`config.mk`:
```
export PLATFORM = sky130hd
export DESIGN_NAME = spi_multi_lane_master
export DESIGN_NICKNAME = d
export VERILOG_FILES = /design/src/rtl/spi_multi_lane_master.sv
export SDC_FILE = /design/constraint.sdc
export NUM_CORES = 1
export LEC_CHECK = 0
export ABC_AREA = 1
export CORE_ASPECT_RATIO = 0.75
export CORE_MARGIN = 2
export CORE_UTILIZATION = 55
export CTS_CLUSTER_SIZE = 12
export DETAILED_ROUTE_END_ITERATION = 12
export PLACE_DENSITY = 0.77
export SLEW_MARGIN = 25
export SYNTH_ARGS = -nofsm -noshare
export SYNTH_HDL_FRONTEND = slang
export SYNTH_SLANG_ARGS = --single-unit
```
`constraint.sdc`:
```
create_clock -name clk -period 2.1 [get_ports clk]
set_input_delay 0.525 -clock clk [delete_from_list [all_inputs] [get_ports clk]]
set_output_delay 0.525 -clock clk [all_outputs]
set_load 0.02 [all_outputs]
```
`src/rtl/spi_multi_lane_master.sv`:
```
// SPI master with single/dual/quad lanes, all CPOL/CPHA modes, programmable
// sclk divider and NUM_CS active-low chip selects behind a valid/ready command port.
// Optional feature macro: SPI_LSB_FIRST_EN adds the lsb_first input (LSB-first bit order).
module spi_multi_lane_master #(
    parameter int unsigned DATA_WIDTH = 8,
    parameter int unsigned NUM_CS     = 4,
    parameter int unsigned DIV_W      = 8
) (
    input  logic                      clk,
    input  logic                      rst,
    input  logic                      start,
    output logic                      ready,
    input  logic [DATA_WIDTH-1:0]     tx_data,
    input  logic [$clog2(NUM_CS)-1:0] cs_sel,
    input  logic [1:0]                lane_mode,
    input  logic                      cpol,
    input  logic                      cpha,
    input  logic [DIV_W-1:0]          clk_div,
`ifdef SPI_LSB_FIRST_EN
    input  logic                      lsb_first,
`endif
    output logic [DATA_WIDTH-1:0]     rx_data,
    output logic                      rx_valid,
    output logic                      busy,
    output logic                      sclk,
    output logic [NUM_CS-1:0]         cs_n,
    output logic [3:0]                mosi,
    input  logic [3:0]                miso
);

    localparam int unsigned W      = DATA_WIDTH;
    localparam int unsigned HALF_W = $clog2(2 * DATA_WIDTH);

    typedef enum logic [1:0] {
        IDLE  = 2'd0,
        SETUP = 2'd1,
        XFER  = 2'd2,
        HOLD  = 2'd3
    } state_t;

    // Lane-mode encodings after normalisation (11 folds onto single)
    localparam logic [1:0] MODE_SINGLE = 2'b00;
    localparam logic [1:0] MODE_DUAL   = 2'b01;
    localparam logic [1:0] MODE_QUAD   = 2'b10;

    state_t              state_q, state_d;
    logic [DIV_W-1:0]    cnt_q, cnt_d;
    logic [DIV_W-1:0]    div_q, div_d;
    logic [HALF_W-1:0]   half_q, half_d;
    logic [HALF_W-1:0]   half_last_q, half_last_d;
    logic [1:0]          mode_q, mode_d;
    logic                cpol_q, cpol_d;
    logic                cpha_q, cpha_d;
    logic [W-1:0]        tx_sh_q, tx_sh_d;
    logic [W-1:0]        rx_sh_q, rx_sh_d;
    logic [W-1:0]        rx_data_q, rx_data_d;
    logic                rx_valid_q, rx_valid_d;
    logic                ready_q, ready_d;
    logic                busy_q, busy_d;
    logic                sclk_q, sclk_d;
    logic [NUM_CS-1:0]   cs_n_q, cs_n_d;
    logic [3:0]          mosi_q, mosi_d;
    logic                lsb_q;
    logic                lsb_in_c;
    logic [1:0]          mode_in_c;
    logic                edge_c;
    logic                edge_lead_c;

`ifdef SPI_LSB_FIRST_EN
    logic                lsb_d;
    assign lsb_in_c = lsb_first;
`else
    assign lsb_in_c = 1'b0;
    assign lsb_q    = 1'b0;
`endif

    // Bits presented on mosi for the next sclk cycle, lane-aligned
    function automatic logic [3:0] chunk_f(input logic [W-1:0] w, input logic [1:0] m,
                                           input logic lsb);
        case (m)
            MODE_DUAL: chunk_f = lsb ? {2'b00, w[1:0]} : {2'b00, w[W-1:W-2]};
            MODE_QUAD: chunk_f = lsb ? w[3:0] : w[W-1:W-4];
            default:   chunk_f = lsb ? {3'b000, w[0]} : {3'b000, w[W-1]};
        endcase
    endfunction

    // Discard the bits just presented
    function automatic logic [W-1:0] shift_f(input logic [W-1:0] w, input logic [1:0] m,
                                             input logic lsb);
        case (m)
            MODE_DUAL: shift_f = lsb ? (w >> 2) : (w << 2);
            MODE_QUAD: shift_f = lsb ? (w >> 4) : (w << 4);
            default:   shift_f = lsb ? (w >> 1) : (w << 1);
        endcase
    endfunction

    // Merge sampled miso lanes into the receive shifter
    function automatic logic [W-1:0] insert_f(input logic [W-1:0] r, input logic [3:0] d,
                                              input logic [1:0] m, input logic lsb);
        case (m)
            MODE_DUAL: insert_f = lsb ? {d[1:0], r[W-1:2]} : {r[W-3:0], d[1:0]};
            MODE_QUAD: insert_f = lsb ? {d[3:0], r[W-1:4]} : {r[W-5:0], d[3:0]};
            default:   insert_f = lsb ? {d[0], r[W-1:1]} : {r[W-2:0], d[0]};
        endcase
    endfunction

    // Normalise incoming lane mode so 11 behaves exactly like single
    always_comb begin
        mode_in_c = (lane_mode == 2'b11) ? MODE_SINGLE : lane_mode;
    end

    // Next-state, datapath and registered-output computation
    always_comb begin
        state_d     = state_q;
        cnt_d       = cnt_q;
        div_d       = div_q;
        half_d      = half_q;
        half_last_d = half_last_q;
        mode_d      = mode_q;
        cpol_d      = cpol_q;
        cpha_d      = cpha_q;
        tx_sh_d     = tx_sh_q;
        rx_sh_d     = rx_sh_q;
        rx_data_d   = rx_data_q;
        rx_valid_d  = 1'b0;
        sclk_d      = sclk_q;
        cs_n_d      = cs_n_q;
        mosi_d      = mosi_q;
        edge_c      = 1'b0;
        edge_lead_c = 1'b0;
`ifdef SPI_LSB_FIRST_EN
        lsb_d       = lsb_q;
`endif

        case (state_q)
            IDLE: begin
                if (start) begin
                    state_d = SETUP;
                    cnt_d   = '0;
                    half_d  = '0;
                    div_d   = clk_div;
                    mode_d  = mode_in_c;
                    cpol_d  = cpol;
                    cpha_d  = cpha;
`ifdef SPI_LSB_FIRST_EN
                    lsb_d   = lsb_first;
`endif
                    case (mode_in_c)
                        MODE_DUAL: half_last_d = HALF_W'(W - 1);
                        MODE_QUAD: half_last_d = HALF_W'(W / 2 - 1);
                        default:   half_last_d = HALF_W'(2 * W - 1);
                    endcase
                    sclk_d  = cpol;
                    cs_n_d  = ~(NUM_CS'(1) << cs_sel);
                    rx_sh_d = '0;
                    // cpha=0 presents the first bits before the leading edge
                    if (cpha) begin
                        mosi_d  = 4'h0;
                        tx_sh_d = tx_data;
                    end else begin
                        mosi_d  = chunk_f(tx_data, mode_in_c, lsb_in_c);
                        tx_sh_d = shift_f(tx_data, mode_in_c, lsb_in_c);
                    end
                end
            end
            SETUP: begin
                if (cnt_q == div_q) begin
                    state_d     = XFER;
                    cnt_d       = '0;
                    half_d      = '0;
                    edge_c      = 1'b1;
                    edge_lead_c = 1'b1;
                end else begin
                    cnt_d = DIV_W'(cnt_q + 1'b1);
                end
            end
            XFER: begin
                if (cnt_q == div_q) begin
                    cnt_d = '0;
                    if (half_q == half_last_q) begin
                        state_d = HOLD;
                        sclk_d  = cpol_q;
                    end else begin
                        half_d      = HALF_W'(half_q + 1'b1);
                        edge_c      = 1'b1;
                        edge_lead_c = half_q[0];
                    end
                end else begin
                    cnt_d = DIV_W'(cnt_q + 1'b1);
                end
            end
            HOLD: begin
                if (cnt_q == div_q) begin
                    state_d    = IDLE;
                    cnt_d      = '0;
                    cs_n_d     = '1;
                    mosi_d     = 4'h0;
                    rx_valid_d = 1'b1;
                    rx_data_d  = rx_sh_q;
                end else begin
                    cnt_d = DIV_W'(cnt_q + 1'b1);
                end
            end
            default: state_d = IDLE;
        endcase

        // On each sclk edge either shift mosi or sample miso, chosen by cpha
        if (edge_c) begin
            sclk_d = ~sclk_q;
            if (edge_lead_c == cpha_q) begin
                mosi_d  = chunk_f(tx_sh_q, mode_q, lsb_q);
                tx_sh_d = shift_f(tx_sh_q, mode_q, lsb_q);
            end else begin
                rx_sh_d = insert_f(rx_sh_q, miso, mode_q, lsb_q);
            end
        end

        ready_d = (state_d == IDLE);
        busy_d  = (state_d != IDLE);
    end

    // State and output registers with synchronous reset
    always_ff @(posedge clk) begin
        if (rst) begin
            state_q     <= IDLE;
            cnt_q       <= '0;
            div_q       <= '0;
            half_q      <= '0;
            half_last_q <= '0;
            mode_q      <= MODE_SINGLE;
            cpol_q      <= 1'b0;
            cpha_q      <= 1'b0;
            tx_sh_q     <= '0;
            rx_sh_q     <= '0;
            rx_data_q   <= '0;
            rx_valid_q  <= 1'b0;
            ready_q     <= 1'b1;
            busy_q      <= 1'b0;
            sclk_q      <= 1'b0;
            cs_n_q      <= '1;
            mosi_q      <= 4'h0;
        end else begin
            state_q     <= state_d;
            cnt_q       <= cnt_d;
            div_q       <= div_d;
            half_q      <= half_d;
            half_last_q <= half_last_d;
            mode_q      <= mode_d;
            cpol_q      <= cpol_d;
            cpha_q      <= cpha_d;
            tx_sh_q     <= tx_sh_d;
            rx_sh_q     <= rx_sh_d;
            rx_data_q   <= rx_data_d;
            rx_valid_q  <= rx_valid_d;
            ready_q     <= ready_d;
            busy_q      <= busy_d;
            sclk_q      <= sclk_d;
            cs_n_q      <= cs_n_d;
            mosi_q      <= mosi_d;
        end
    end

`ifdef SPI_LSB_FIRST_EN
    // Latched bit-order selection
    always_ff @(posedge clk) begin
        if (rst) begin
            lsb_q <= 1'b0;
        end else begin
            lsb_q <= lsb_d;
        end
    end
`endif

    assign ready    = ready_q;
    assign busy     = busy_q;
    assign rx_data  = rx_data_q;
    assign rx_valid = rx_valid_q;
    assign sclk     = sclk_q;
    assign cs_n     = cs_n_q;
    assign mosi     = mosi_q;

endmodule

```
==> impl_metrics.tcl, run 1 <==
set metrics [dict create \
    routed-via-count 3753 \
    first_pass_iters 5 \
    yosys_most_used_dff "dfxtp_1" \
    reg2regPathDepth 13 \
    avgSynthCellArea_um2 6.66 \
    avgRoutedWirePerCell_um 13.0 \
    design.die.area_um2 7240 \
    timing.rr.start "cnt_q[5]" \
    antenna_cells 0 \
    reg2reg_slack_ps 180 \
    hold_viol_final 0 \
    r2r-end "half_q[2]" \
    comb_power_share 0.306 \
    maxCapViolCount 0 \
    hold_depth 2 \
    seq_power_share 0.395 \
    fin_nets 652 \
    worstPathRequired_ps 2380 \
    cts.root.buffer_cell "clkbuf_8" \
    power.internal_w 0.00236 \
    core_area_um2 6320 \
    whs_endpoint "rx_data[1]" \
    critPathKind "primary input to flip-flop" \
    async_flop_share 0 \
    clock_path_buffers 2 \
    fin_crit_ps 1950 \
    preCtsSetupSlack_ps -295 \
    ir_worst_vdd_v 0.000577 \
    switching_share 0.348 \
    routed_wl_mm 9.04 \
    drv_slew 0 \
    cpPeakStageDelay_ps 480 \
    finalSetupViolCount 0 \
    ys_types 39 \
    initial_core_util 0.571 \
    drt_iter0_drc 197 \
    io_buffers 48 \
    finalWeightedCongestion 0.984 \
    num_rows 25 \
    hp-start "rx_data[1]" \
    routed_via_density 5.39 \
    p_clk_frac 0.298 \
    ant_nets 0 \
    synthTopCellsByCount "nand2_1, inv_1, dfxtp_1" \
    worst_path_max_delay_cell "clkdlybuf4s50_1" \
    synth-edff-count 0 \
    worstPathCellList "clkdlybuf4s50_1 -> inv_1 -> ha_1 -> inv_1 -> nor3_1 -> a221oi_1 -> nand2_1 -> nand2_1 -> nor2_1" \
    grt_overflow 0 \
    ys_warn_count 0 \
    hpwl_mm 6.84 \
    p_leak_nw 2.02 \
    instances_no_fill 696 \
    end_kind "flip-flop" \
    hold_path.class "flip-flop to flip-flop" \
    dp.cells 678 \
    clkLatencyLatePin_ps 340 \
    grt_pass1_wl_mm 15.3 \
    synthTopCellsByArea "dfxtp_1, nand2_1, inv_1, a21oi_1, nor2_1" \
    fmax_mhz 514 \
    die_h_um 74.2 \
    drc 0 \
    fillers 540 \
    clock_sinks 65 \
    cts_buffers 9 \
    grt_max_degree 26 \
    start_kind "primary input" \
    synth_fp_nets 584 \
    io_pins 49 \
    grt_use_total 0.261 \
    grt_pass1_vias 3354 \
    period_share 0.926 \
    cts_tree "yes" \
    layout-drive-gt1-share 0.117 \
    dieWidth_um 97.6 \
    synth_area_leader_cell "dfxtp_1" \
    switching_power_w 0.00126 \
    synth-seq-area-share 0.360 \
    cp_data_arrival_time_ps 2220 \
    critPathMaxFanout 4 \
    cts_hold_buf 0 \
    fin_skew_ps 9.32 \
    htree_levels 3 \
    yosysMostFrequentCell "nand2_1" \
    clk_pin_slew_ps 70 \
    netlist_area_um2 3610 \
    powerDensity_nw_per_um2 795 \
    slew_headroom 0.706 \
    fin_ws_ps 155 \
    synthCells 542 \
    synth_seq_cells 65 \
    antenna_found_initial 0 \
    area_growth_pct 26.3 \
    status "completed" \
    netlist.area_leader.share 0.360 \
    tightestPinTransition_ps 437 \
]
[cell usage in the layout (no fill, tap or decap), drive strengths merged, types with 2 or more instances in the layout]
cell	instances
nand3	31
a22o	6
a2111oi	2
clkinvlp	3
a221oi	2
dfxtp	65
o21ai	31
a21oi	50
o22ai	5
inv	74
nor2	63
buf	29
clkinv	3
ha	13
clkdlybuf4s50	48
nor4	2
nand2	145
o221ai	6
o2111ai	4
a22oi	4
clkbuf	10
nand4	3
nor3	4
a211oi	4
[worst max-delay path, delay by kind of cell]
family                   cells  cell delay (ps)
buffers and inverters        3              620
AND/OR/NAND/NOR              4              610
adder cells (fa/ha/maj)      1              330
AO/OA/AOI/OAI                1              140
[final cells by class]
cell class	count	area (um^2)	area share
Clock inverter	6	66.3	0.0145
Multi-Input combinational cell	382	1960	0.430
Clock buffer	10	138	0.0302
Timing Repair Buffer	77	711	0.156
Tap cell	81	101	0.0222
Inverter	75	282	0.0617
Sequential cell	65	1300	0.286
[routing by layer]
layer	global-route usage	vias up	wire, um
li1	-	1902	-
met1	0.354	1725	4340
met2	0.423	121	4000
met3	0.0611	5	644
met4	0.0741	0	55
met5	0	-	0
[power groups by stage]
stage	clock, W	combinational (W)	sequential [W]
floorplan	0	0.000655	0.00149
global placement	0	0.00105	0.00145
detailed placement	0	0.00108	0.00146
CTS	0.00110	0.00109	0.00143
global route	0.00116	0.00124	0.00145
finish	0.00108	0.00111	0.00143
[cell families (layout without fill, tap and decap cells)]
| family | Yosys count | after routing | synth area share |
|---|---|---|---|
| AOI/OAI and AO/OA | 117 | 117 | 0.195 |
| adders and majority gates | 13 | 13 | 0.0450 |
| buffers and inverters | 95 | 168 | 0.103 |
| and+or+nand+nor | 251 | 251 | 0.295 |
| xor gates and xnor gates | 1 | 1 | 0.00243 |
| DFF | 65 | 65 | 0.360 |
[metrics by stage]
step | setup TNS (ps) | util | total power [W] | cell area [um^2] | hold slack (ps)
finish | 0 | 0.722 | 0.00363 | 4560 | 463
global route | -2.51 | 0.722 | 0.00384 | 4560 | 491
CTS | 0 | 0.716 | 0.00362 | 4520 | 467
detailed placement | -1410 | 0.684 | 0.00254 | 4320 | 455
global placement | -1000 | 0.684 | 0.00251 | 4320 | 445
floorplan | 0 | - | 0.00214 | 3610 | 440
[state kept, by name, summed over array words and instances, names as in the netlist]
name and flops:
state_q 2, cpol_q 1, busy 1, ready 1, tx_sh_q 8, half_q 4
half_last_q 3, mode_q 2, cnt_q 8, mosi 4, cs_n 4, sclk 1
rx_valid 1, rx_data 8, div_q 8, cpha_q 1, rx_sh_q 8
[what timing repair did]
action                     CTS  global route
setup endpoints to repair    0            24
resized for setup            0            11
setup buffers                0             2
[how the worst max path moves through the flow]
| stage | start | to | slack (ps) | cells after the start |
|---|---|---|---|---|
| floorplan | lane_mode[0] | tx_sh_q[2] | 290 | 10 |
| global placement | lane_mode[0] | mosi[0] | -230 | 10 |
| detailed placement | lane_mode[0] | mosi[0] | -300 | 10 |
| CTS | lane_mode[0] | mosi[0] | 80 | 10 |
| global route | lane_mode[0] | tx_sh_q[5] | -3 | 10 |
| finish | lane_mode[0] | tx_sh_q[2] | 150 | 9 |
No activity file was read; power rests on OpenSTA's default activity.
==> inputs of run 2 (changes only) <==
--- a/config.mk
+++ b/config.mk
@@ -8,10 +8,10 @@
 export ABC_AREA = 1
 export CORE_ASPECT_RATIO = 0.75
 export CORE_MARGIN = 2
-export CORE_UTILIZATION = 55
+export CORE_UTILIZATION = 59
 export CTS_CLUSTER_SIZE = 12
 export DETAILED_ROUTE_END_ITERATION = 12
-export PLACE_DENSITY = 0.77
+export PLACE_DENSITY = 0.82
 export SLEW_MARGIN = 25
 export SYNTH_ARGS = -nofsm -noshare
 export SYNTH_HDL_FRONTEND = slang
==> constraint.sdc (replaced) <==
create_clock -name clk -period 2.41 [get_ports clk]
set_input_delay 0.6025 -clock clk [delete_from_list [all_inputs] [get_ports clk]]
set_output_delay 0.6025 -clock clk [all_outputs]
set_load 0.02 [all_outputs]
==> impl_metrics.tcl, run 2 (synthesis results as in run 1) <==
set metrics [dict create \
    status "completed" \
    clock_path_buffers 2 \
    die_h_um 71.8 \
    cp_data_arrival_time_ps 2370 \
    routed_via_density 5.44 \
    cts_buffers 9 \
    area_growth_pct 22.9 \
    start_kind "primary input" \
    cts_hold_buf 0 \
    cts.root.buffer_cell "clkbuf_8" \
    end_kind "flip-flop" \
    antenna_found_initial 0 \
    holdWs_ps 463 \
    clkLatencyLatePin_ps 360 \
    hold_path.class "flip-flop to flip-flop" \
    cts_tree "yes" \
    p_leak_nw 1.96 \
    worst_path_max_delay_cell "clkdlybuf4s50_1" \
    routed-via-count 3696 \
    hpwl_mm 6.62 \
    initial_core_util 0.617 \
    mostFrequentLayoutCells "nand2_1, inv_1, dfxtp_1" \
    clk_pin_slew_ps 70 \
    clock_sinks 65 \
    dieWidth_um 94.3 \
    num_rows 24 \
    antenna_cells 0 \
    first_pass_iters 5 \
    finalSetupViolCount 0 \
    critPathMaxFanout 6 \
    routed_wl_mm 9.07 \
    finalWeightedCongestion 0.945 \
    fin_crit_ps 2080 \
    drt_iter0_drc 198 \
    ir_worst_vdd_v 0.000388 \
    fin_skew_ps 8.99 \
    worstPathCellList "clkdlybuf4s50_1 -> inv_1 -> ha_1 -> nor2_1 -> nand2_1 -> o2111ai_1 -> o221ai_1 -> nand2_1 -> nand2_1 -> nor2_1" \
    rsz0062_at_grt "false" \
    fin_nets 640 \
    io_buffers 48 \
    core_area_um2 5860 \
    fillers 472 \
    htree_levels 3 \
    slew_headroom 0.669 \
    grt_use_total 0.287 \
    design.die.area_um2 6770 \
    tightestPinTransition_ps 497 \
    powerDensity_nw_per_um2 695 \
    drv_slew 0 \
    layout-drive-gt1-share 0.0864 \
    period_share 0.861 \
    cp_common_cell "nand2_1" \
    ant_nets 0 \
    grt_pass1_wl_mm 15.2 \
    avgRoutedWirePerCell_um 13.3 \
    grt_pass1_vias 3279 \
    drc 0 \
    critPathKind "primary input to flip-flop" \
    maxCapViolCount 0 \
    cpPeakStageDelay_ps 480 \
    final_common_cell "nand2_1" \
    io_pins 49 \
    grt_max_degree 32 \
    grt_overflow 0 \
    hold_viol_final 0 \
    setup_tns_ps 0 \
    fmax_mhz 482 \
    worstPathRequired_ps 2700 \
]
run 2: changes by cell type in the layout (fill, tap and decap cells not counted), moves of 2 or more:
cell | before | now
dfxtp_2 | 2 | 0
o21ai_0 | 29 | 31
clkinv_2 | 1 | 3
buf_4 | 28 | 15
dfxtp_1 | 63 | 65
o21ai_1 | 2 | 0
run 2: worst max-delay path, delay by kind of cell:
family,cells,cell delay [ps]
AO/OA/AOI/OAI,2,250
AND/OR/NAND/NOR,5,610
buffers and inverters,2,540
adder cells (fa/ha/maj),1,360
run 2: cell type report:
| cell class | instances | area (um^2) | area share |
|---|---|---|---|
| clock buffer | 9 | 124 | 0.0279 |
| clock inverter | 6 | 60.1 | 0.0135 |
| inverter | 75 | 282 | 0.0634 |
| multi-input combinational | 382 | 1940 | 0.437 |
| sequential | 65 | 1300 | 0.293 |
| tap | 78 | 97.6 | 0.0220 |
| timing repair buffer | 65 | 633 | 0.143 |
run 2: per-stage QoR:
step	instances	total power, W	instance area (um^2)	worst slack (ps)	util
2_1_floorplan	542	0.00187	3610	525	-
3_3_place_gp	665	0.00216	4250	33.2	0.726
3_5_place_dp	665	0.00219	4250	-1.89	0.726
4_1_cts	680	0.00309	4440	327	0.758
5_1_grt	680	0.00326	4440	103	0.758
6_report	680	0.00309	4440	334	0.758
run 2: final timing paths:
| kind | endpoint | cells after the start | slack (ps) | start |
|---|---|---|---|---|
| worst max-delay path | tx_sh_q[6] | 10 | 330 | lane_mode[0] |
| worst min-delay path | cs_n[3] | 2 | 460 | cs_n[3] |
| worst max register to register | rx_sh_q[4] | 9 | 350 | state_q[1] |
| worst min register to register | cs_n[3] | 2 | 460 | cs_n[3] |
run 2: per-layer routing:
metal / GRT usage / wire length (um)
met4: 0.0837 / 93
met2: 0.439 / 3990
met3: 0.0768 / 830
met5: 0 / 0
met1: 0.400 / 4160
run 2: power breakdown:
group          internal (W)  leakage [nW]  switching (W)
logic              0.000351          1.34       0.000586
registers           0.00118         0.531      0.0000728
clock network      0.000465        0.0909       0.000432
total               0.00199          1.96        0.00109
run 2: timing repair:
action / in CTS / in global routing
hold endpoints to repair: 0 / 0
buffers inserted: 0 / 0
setup endpoints to repair: 0 / 2
gates resized for setup: 0 / 1
